**config.mk**
```make
export PLATFORM = sky130hd
export DESIGN_NAME = wb_cpu_bus_if
export DESIGN_NICKNAME = d
export VERILOG_FILES = /design/src/rtl/wb_cpu_bus_if.sv
export SDC_FILE = /design/constraint.sdc
export NUM_CORES = 1
export LEC_CHECK = 0
export BUFFER_PORTS_ARGS = -buffer_cell sky130_fd_sc_hd__buf_2
export CORE_ASPECT_RATIO = 0.7
export CORE_UTILIZATION = 30
export CTS_CLUSTER_DIAMETER = 30
export DETAILED_ROUTE_END_ITERATION = 8
export HOLD_SLACK_MARGIN = 0.03
export SYNTH_ARGS = -nofsm -noshare
export SYNTH_HDL_FRONTEND = slang
export SYNTH_SLANG_ARGS = --single-unit
```
**constraint.sdc**
```tcl
create_clock -name clk -period 2 [get_ports clk]
set_clock_uncertainty 0.2 [all_clocks]
set_input_delay 0.2 -clock clk [delete_from_list [all_inputs] [get_ports clk]]
set_output_delay 0.2 -clock clk [all_outputs]
set_load 0.02 [all_outputs]
```
**src/rtl/wb_cpu_bus_if.sv**
```systemverilog
// Wishbone master bridge for one pipeline memory port (IF or MEM).
// Ports: clk/rst, stall_i/flush_i from the controller, cpu_* request
// side, cpu_data_o/stallreq/bus_err_o back to the pipeline, and the
// classic Wishbone master signals wb_*.
module wb_cpu_bus_if #(
    parameter int unsigned TIMEOUT_CYCLES = 255,
    parameter logic [31:0] BUS_ERR_DATA   = 32'h00000000
) (
    input  logic        clk,
    input  logic        rst,
    input  logic [5:0]  stall_i,
    input  logic        flush_i,
    input  logic        cpu_ce_i,
    input  logic [31:0] cpu_data_i,
    input  logic [31:0] cpu_addr_i,
    input  logic        cpu_we_i,
    input  logic [3:0]  cpu_sel_i,
    output logic [31:0] cpu_data_o,
    output logic        stallreq,
    output logic        bus_err_o,
    output logic        wb_cyc_o,
    output logic        wb_stb_o,
    output logic        wb_we_o,
    output logic [31:0] wb_adr_o,
    output logic [31:0] wb_dat_o,
    output logic [3:0]  wb_sel_o,
    input  logic [31:0] wb_dat_i,
    input  logic        wb_ack_i
);

    typedef enum logic [1:0] {
        IDLE,
        BUSY,
        WAIT_FOR_STALL
    } state_e;

    localparam logic [15:0] CNT_LAST = 16'(TIMEOUT_CYCLES - 1);

    state_e      state_q, state_d;
    logic        cyc_q, cyc_d;
    logic        we_q, we_d;
    logic [31:0] adr_q, adr_d;
    logic [31:0] dat_q, dat_d;
    logic [3:0]  sel_q, sel_d;
    logic [31:0] rd_buf_q, rd_buf_d;
    logic [15:0] cnt_q, cnt_d;
    logic        err_q, err_d;
    logic        rel;
    logic        held;

    // Another pipeline source is stalling; keep the result until it clears.
    assign held = |stall_i;

    always_comb begin
        state_d    = state_q;
        cyc_d      = cyc_q;
        we_d       = we_q;
        adr_d      = adr_q;
        dat_d      = dat_q;
        sel_d      = sel_q;
        rd_buf_d   = rd_buf_q;
        cnt_d      = cnt_q;
        err_d      = 1'b0;
        rel        = 1'b0;
        stallreq   = 1'b0;
        cpu_data_o = 32'h0;
        unique case (state_q)
            IDLE: begin
                stallreq = cpu_ce_i & ~flush_i;
                if (cpu_ce_i && !flush_i) begin
                    cyc_d   = 1'b1;
                    we_d    = cpu_we_i;
                    adr_d   = cpu_addr_i;
                    dat_d   = cpu_data_i;
                    sel_d   = cpu_sel_i;
                    cnt_d   = 16'h0;
                    state_d = BUSY;
                end else begin
                    rel = 1'b1;
                end
            end
            BUSY: begin
                if (flush_i) begin
                    // Abort wins over a same-cycle ack.
                    rel      = 1'b1;
                    rd_buf_d = 32'h0;
                    state_d  = IDLE;
                end else if (wb_ack_i) begin
                    rel = 1'b1;
                    if (!we_q) begin
                        rd_buf_d   = wb_dat_i;
                        cpu_data_o = wb_dat_i;
                    end
                    state_d = held ? WAIT_FOR_STALL : IDLE;
                end else if (cnt_q == CNT_LAST) begin
                    rel        = 1'b1;
                    rd_buf_d   = BUS_ERR_DATA;
                    cpu_data_o = BUS_ERR_DATA;
                    err_d      = 1'b1;
                    state_d    = held ? WAIT_FOR_STALL : IDLE;
                end else begin
                    if (cnt_q != 16'hFFFF) begin
                        cnt_d = cnt_q + 16'h1;
                    end
                    stallreq = 1'b1;
                end
            end
            WAIT_FOR_STALL: begin
                cpu_data_o = rd_buf_q;
                if (flush_i) begin
                    rd_buf_d = 32'h0;
                    state_d  = IDLE;
                end else if (!held) begin
                    state_d = IDLE;
                end
            end
            default: begin
                rel     = 1'b1;
                state_d = IDLE;
            end
        endcase
        if (rel) begin
            cyc_d = 1'b0;
            we_d  = 1'b0;
            adr_d = 32'h0;
            dat_d = 32'h0;
            sel_d = 4'h0;
        end
    end

    always_ff @(posedge clk) begin
        if (rst) begin
            state_q  <= IDLE;
            cyc_q    <= 1'b0;
            we_q     <= 1'b0;
            adr_q    <= 32'h0;
            dat_q    <= 32'h0;
            sel_q    <= 4'h0;
            rd_buf_q <= 32'h0;
            cnt_q    <= 16'h0;
            err_q    <= 1'b0;
        end else begin
            state_q  <= state_d;
            cyc_q    <= cyc_d;
            we_q     <= we_d;
            adr_q    <= adr_d;
            dat_q    <= dat_d;
            sel_q    <= sel_d;
            rd_buf_q <= rd_buf_d;
            cnt_q    <= cnt_d;
            err_q    <= err_d;
        end
    end

    assign wb_cyc_o  = cyc_q;
    assign wb_stb_o  = cyc_q;
    assign wb_we_o   = we_q;
    assign wb_adr_o  = adr_q;
    assign wb_dat_o  = dat_q;
    assign wb_sel_o  = sel_q;
    assign bus_err_o = err_q;

endmodule

```
* Yosys cells after proc, flatten, opt, wreduce, memory -nomap -nowiden
Index checks and enable logic that the tools add are counted.
W data, S select, Z words.
** Storage, ports and cells
- Register bits :: 121
- Input bits :: 112
- Output and inout port bits :: 105
- Word-level logic and storage cells :: 71
** Operators by class
- Add/subtract/negate cells :: 1
- Equal/unequal tests :: 13
- Muxes and demuxes :: 33
- Bitwise logic cells :: 3
- Reductions and logical operators :: 12
** Operators by type and width (number)
- $mux W32 :: 8
- $pmux W32 S2 :: 2
- $mux W16 :: 5
- $pmux W16 S2 :: 1
- $add A16 B1 Y16 const B :: 1
- $eq A16 B8 Y1 const B :: 1
- $ne A16 B16 Y1 const B :: 1
- $mux W2 :: 7
- $ne A2 B2 Y1 const B :: 6
- $ne A4 B4 Y1 const B :: 2
- $mux W1 :: 7
- $pmux W2 S3 :: 1
- $reduce_and A6 Y1 :: 1
- $reduce_or A6 Y1 :: 1
- $reduce_and A4 Y1 :: 1
- $reduce_bool A2 Y1 :: 2
- $reduce_or A4 Y1 :: 1
- $ne A3 B3 Y1 const B :: 1
- $pmux W1 S3 :: 1
- $reduce_and A3 Y1 :: 1
- $eq A2 B1 Y1 const B :: 1
- $eq A2 B2 Y1 const B :: 1
- $logic_not A2 Y1 :: 1
- $not A1 Y1 :: 2
- other kinds (6) :: 6

* Logic depth before layout (Yosys ltp)
- Word-level depth :: 6
- Mapped depth :: 9
- Depth with buffers taken out :: 7

* Worst setup path before layout
Ideal clock, no wire load.
- Path kind :: flip-flop to flip-flop
- Start point :: register cnt_q[0]
- End point :: register adr_q[22], in the netlist wb_adr_o[22]
- Setup time :: 0.066 ns
- Arrival time :: 1.889 ns
- Data required time :: 1.734 ns
- Path slack :: -0.155 ns
- Stages on the path, launching flop included :: 10
- Path buffers :: 2
- Period minus slack after synthesis :: 2.155 ns
- Cell sequence :: dfxtp_1 > inv_1 > ha_1 > nor4b_2 > a41oi_4 > a21oi_1 > or4_1 > buf_4 > buf_6 > a21oi_2
** Between the ends
- Word-level cells in the longest chain between the ends :: 6
** Ends and longest elaborated chain
- from (decl) :: line 46 : logic [15:0] cnt_q, cnt_d;
- from (signal assigned) :: line 150 : cnt_q <= cnt_d;
- $eq A16 B8 Y1 :: line 95 : end else if (cnt_q == CNT_LAST) begin
- $mux W1 :: line 95
- $mux W1 :: line 88 : end else if (wb_ack_i) begin
- $mux W1 :: line 83 : if (flush_i) begin
- $pmux W1 S3 :: line 67 : unique case (state_q)
- $reduce_or A2 Y1 (no source line)
- to (signal assigned) :: line 146 : adr_q <= adr_d;
- to (decl) :: line 42 : logic [31:0] adr_q, adr_d;
Every way passes these cells.
A chain may end at the register's enable or synchronous reset.

* Worst setup path in the final report
- Start point :: register state_q[1]
- End point :: output port cpu_data_o[3]
** Between the ends
- Word-level cells in the longest chain between the ends :: 2
- Elaborated cells between the ends (all ways) :: 3
- Classes of those cells :: 2 x eq/ne; 1 x mux
** Ends and longest elaborated chain
- from (decl) :: line 39 : state_e state_q, state_d;
- from (signal assigned) :: line 143 : state_q <= state_d;
- $eq A2 B2 Y1 / $eq A2 B1 Y1 (equally long branches) :: line 67
- $pmux W32 S2 (*) :: line 67
- to (decl) :: line 18 : output logic [31:0] cpu_data_o,
Mark *: on every way between the ends. The rest lies on a longest branch, timed or not.

==> tab_implementation.tex <==
\begin{tabular}{lr}
\hline
Metric & Value \\
\hline
\multicolumn{2}{l}{\textbf{Status}} \\
Outcome & finished, violations left \\
Violated checks & negative setup slack \\
\multicolumn{2}{l}{\textbf{Drt}} \\
Routed WL & between 20000 and 25000 um \\
1st-iter DRT viols & between 400 and 500 \\
Via/cell ratio & around 4.8 \\
Number of vias in the routed layout & around 5.9k \\
TritonRoute pass-1 iters & 5 \\
Antenna violation net count after detailed routing & 0 \\
Post-route DRC violation count & 0 \\
Average wire per standard cell & 16.60 um \\
\multicolumn{2}{l}{\textbf{Pwr}} \\
Power per standard cell area & 748.8 nW/um\^{}2 \\
Largest vdd supply drop & between 0.5 and 0.6 mV \\
Leak & 4.132 nW \\
\multicolumn{2}{l}{\textbf{Placement}} \\
Placed wire-length estimate & $\sim$11000 um \\
Setup WS pre-CTS & -0.1828 ns \\
Post-Place Cells & approximately 1.0k \\
Count of input and output buffers & roughly 220 \\
Placer congestion estimate & approximately 0.76 \\
\multicolumn{2}{l}{\textbf{Timing}} \\
Period utilisation layout & 117.4\% \\
Max Transition Viols Final & 0 \\
Worst relative slew slack & slightly below 70\% \\
Smallest setup slack after layout & -0.3471 ns \\
Shortest period the worst path allows & 2.347 ns \\
Peak clock frequency supported by timing & 0.4261 GHz \\
Worst-margin pin slew & between 0.4 and 0.5 ns \\
Final setup violation count & roughly 150 \\
Total count of hold-check failures in the final report & 0 \\
Setup repair after global routing missed its margin & yes \\
\multicolumn{2}{l}{\textbf{Logic synthesis}} \\
Mean post-synth cell area & $\sim$9 sq um \\
Fraction of synthesized area in multiplexers & less than 1\% \\
EDFF count, synth & 0 \\
Post-Synth XOR/XNOR Area & 0\% \\
Synth Instances & 590 \\
Area share of the leading cell type in the synthesized netlist & a little under half \\
Largest family of logic cells by synthesized area & compound AO/OA/AOI/OAI gates \\
Count of distinct cell types in the synthesized netlist & 44 \\
Cell type contributing the most total cell area after synthesis & dfxtp\_1 \\
Area share of and/or/nand/nor cells after synthesis & around a fifth \\
Commonest register cell after synthesis & dfxtp\_1 \\
Synthesized area & 5339 sq um \\
Count of synthesis-stage warnings from yosys & 0 \\
Main area contributors after synthesis & dfxtp\_1 (45\%), a21oi\_2 (11\%), nand2\_1 (10\%) \\
Share of synthesized area occupied by flip-flops and latches & 45.37\% \\
Post-Syn Nets & around 710 \\
Synth async-reset ratio & 0\% \\
Adder and majority cell fraction of the synthesized area & 1.406\% \\
Compound-cell area share of the yosys netlist & approximately 28\% \\
Number of register bits inferred by synthesis & 121 \\
\multicolumn{2}{l}{\textbf{Floorplan}} \\
Die width & $\sim$160 um \\
\# IOs & between 200 and 250 \\
Starting utilization of the core area & 30.92\% \\
Count of standard-cell rows & 40 \\
Die extent in y & around 110 um \\
Core outline area & 17270 sq um \\
Floorplan die area & approximately 18000 sq um \\
\multicolumn{2}{l}{\textbf{CTS}} \\
Maximum root-to-sink buffer count & 2 \\
H-tree level count & 4 \\
Clock sinks & 121 \\
TritonCTS Buffers & 17 \\
Clock tree from TritonCTS & built \\
Clk\_lat worst skew & 0.41 ns \\
Cell at the root of the clock tree & clkbuf\_16 \\
Clock-pin slew of the registers on the worst-case setup and hold paths & approximately 0.06 ns \\
\multicolumn{2}{l}{\textbf{Critical path}} \\
Nature of the critical path endpoint & primary output \\
Data required, critical path & approximately 1.6 ns \\
Maximum fanout count along the critical path & 8 \\
Class of the most critical setup path & reg -> out \\
Kind of start point of the critical path & flop \\
Arrival time at the worst endpoint & 1.95 ns \\
\multicolumn{2}{l}{\textbf{Layout}} \\
Util after Layout & 58.12\% \\
Total Nets Final & roughly 1.1k \\
Post-route insts no fill & 1224 \\
Filler cells & $\sim$1.4k \\
Layout overhead on the synthesized area & 87.95\% \\
Area of the multi-input gates & approximately 3200 sq um \\
Share of final-layout standard cells stronger than drive strength 1 & $\sim$52\% \\
Sequential cell area & 2427 sq um \\
\multicolumn{2}{l}{\textbf{Worst hold path}} \\
Worst min path class & in -> reg \\
\multicolumn{2}{l}{\textbf{GRT}} \\
Via count of the first global-routing pass & 6063 \\
Largest net degree at the start of global routing & 70 \\
Global-route wire length before repair & $\sim$31000 um \\
Global route overflow & 0 \\
Total routing resource utilization after global routing & between 20 and 25\% \\
Antenna violations before repair & 1 \\
\multicolumn{2}{l}{\textbf{Job}} \\
Max-Cap Viols & 0 \\
\hline
\end{tabular}
## timing repair
| action | 4_1_cts | 5_1_grt |
|---|---|---|
| pin swaps | 34 | 10 |
| cloned | 15 | 1 |
| hold buffers | 103 | 0 |
| gates resized for setup | 155 | 49 |
| setup endpoints to repair | 152 | 154 |
| hold endpoints to repair | 105 | 0 |
| buffers inserted | 21 | 8 |
## cell families after synthesis
group           Yosys count
simple gates            232
compound gates          178
flops                   121
buf+inv                  50
fa+ha+maj                 6
mux                       3
## final cells by class
cell class	count	area share (%)
Sequential cell	121	24.19
Timing Repair Buffer	415	35.26
Antenna cell	1	0.02494
Clock buffer	18	4.277
Multi-Input combinational cell	419	31.72
Inverter	5	0.2120
Tap cell	231	2.880
Clock inverter	14	1.434
## stage by stage
step | instance area [sq um] | hold slack [ns] | power, mW | setup TNS (ns)
2_1_floorplan | 5460 | 0.07818 | 3.363 | -4.879
3_3_place_gp | 7117 | 0.2320 | 3.823 | -12.99
3_5_place_dp | 7117 | 0.2415 | 3.823 | -16.61
4_1_cts | 9856 | 0.09046 | 7.499 | -28.53
5_1_grt | 10030 | 0.1556 | 7.820 | -46.09
6_report | 10030 | 0.1177 | 7.513 | -33.09
## critical path, stage by stage (launching register included)
cell,delay (ns)
dfxtp_2,0.32
inv_2,0.07
ha_4,0.14
buf_6,0.11
nand2b_4,0.06
nor2_4,0.18
buf_6,0.16
buf_16,0.14
a22oi_2,0.06
nor2b_2,0.16
buf_6,0.13
## worst paths after layout
path | end | slack [ns] | cells past startpoint | startpoint
worst max-delay path | cpu_data_o[3] | -0.35 | 10 | state_q[1]
worst min-delay path | state_q[1] | 0.12 | 5 | stall_i[4]
worst max register to register | wb_dat_o[1] | -0.34 | 11 | cnt_q[0]
worst min register to register | wb_dat_o[15] | 0.26 | 2 | wb_dat_o[15]
## cell usage after synthesis, types with 5 or more instances
cell type,n
ha_1,6
a21o_1,12
clkbuf_1,33
nand2_1,146
nand3_1,14
buf_6,7
o21ai_0,5
inv_1,5
o31ai_1,10
a22oi_1,32
a22o_1,32
dfxtp_1,121
a21oi_2,70
nor2_1,10
and3_1,5
nor2b_1,33
## registers in the layout, summed over array words and instances, names as in the netlist
name       cells
wb_adr_o      32
state_q        2
bus_err_o      1
rd_buf_q      32
wb_dat_o      32
cnt_q         16
wb_cyc_o       1
wb_sel_o       4
wb_we_o        1
## placed cells by master, fill, tap and decap left out, types with 5 or more instances in the layout
cell type / n
dlygate4sd3_1: 103
clkinv_4: 8
a21o_1: 12
nor2b_2: 30
o31ai_2: 5
a21oi_4: 8
dfxtp_1: 117
nand2_1: 146
nor2_1: 8
buf_2: 183
a22oi_2: 32
buf_12: 13
nand3_1: 13
o31ai_1: 5
a22o_1: 32
clkbuf_16: 19
buf_16: 10
buf_6: 52
buf_4: 48
a21oi_2: 65
## report_power, final
| part | internal [mW] | leakage, nW | switching, mW |
|---|---|---|---|
| clock | 1.74 | 0.278 | 1.23 |
| sequential | 2.50 | 0.979 | 0.0549 |
| combinational | 1.03 | 2.87 | 0.960 |
| total | 5.27 | 4.13 | 2.24 |
## per-layer routing
layer	track usage [%]	wire (um)
met1	25.10	8531
met2	38.53	10100
met3	6.545	1417
met4	7.484	274
met5	0	0
Note: power is estimated with default switching activity, not from simulation.
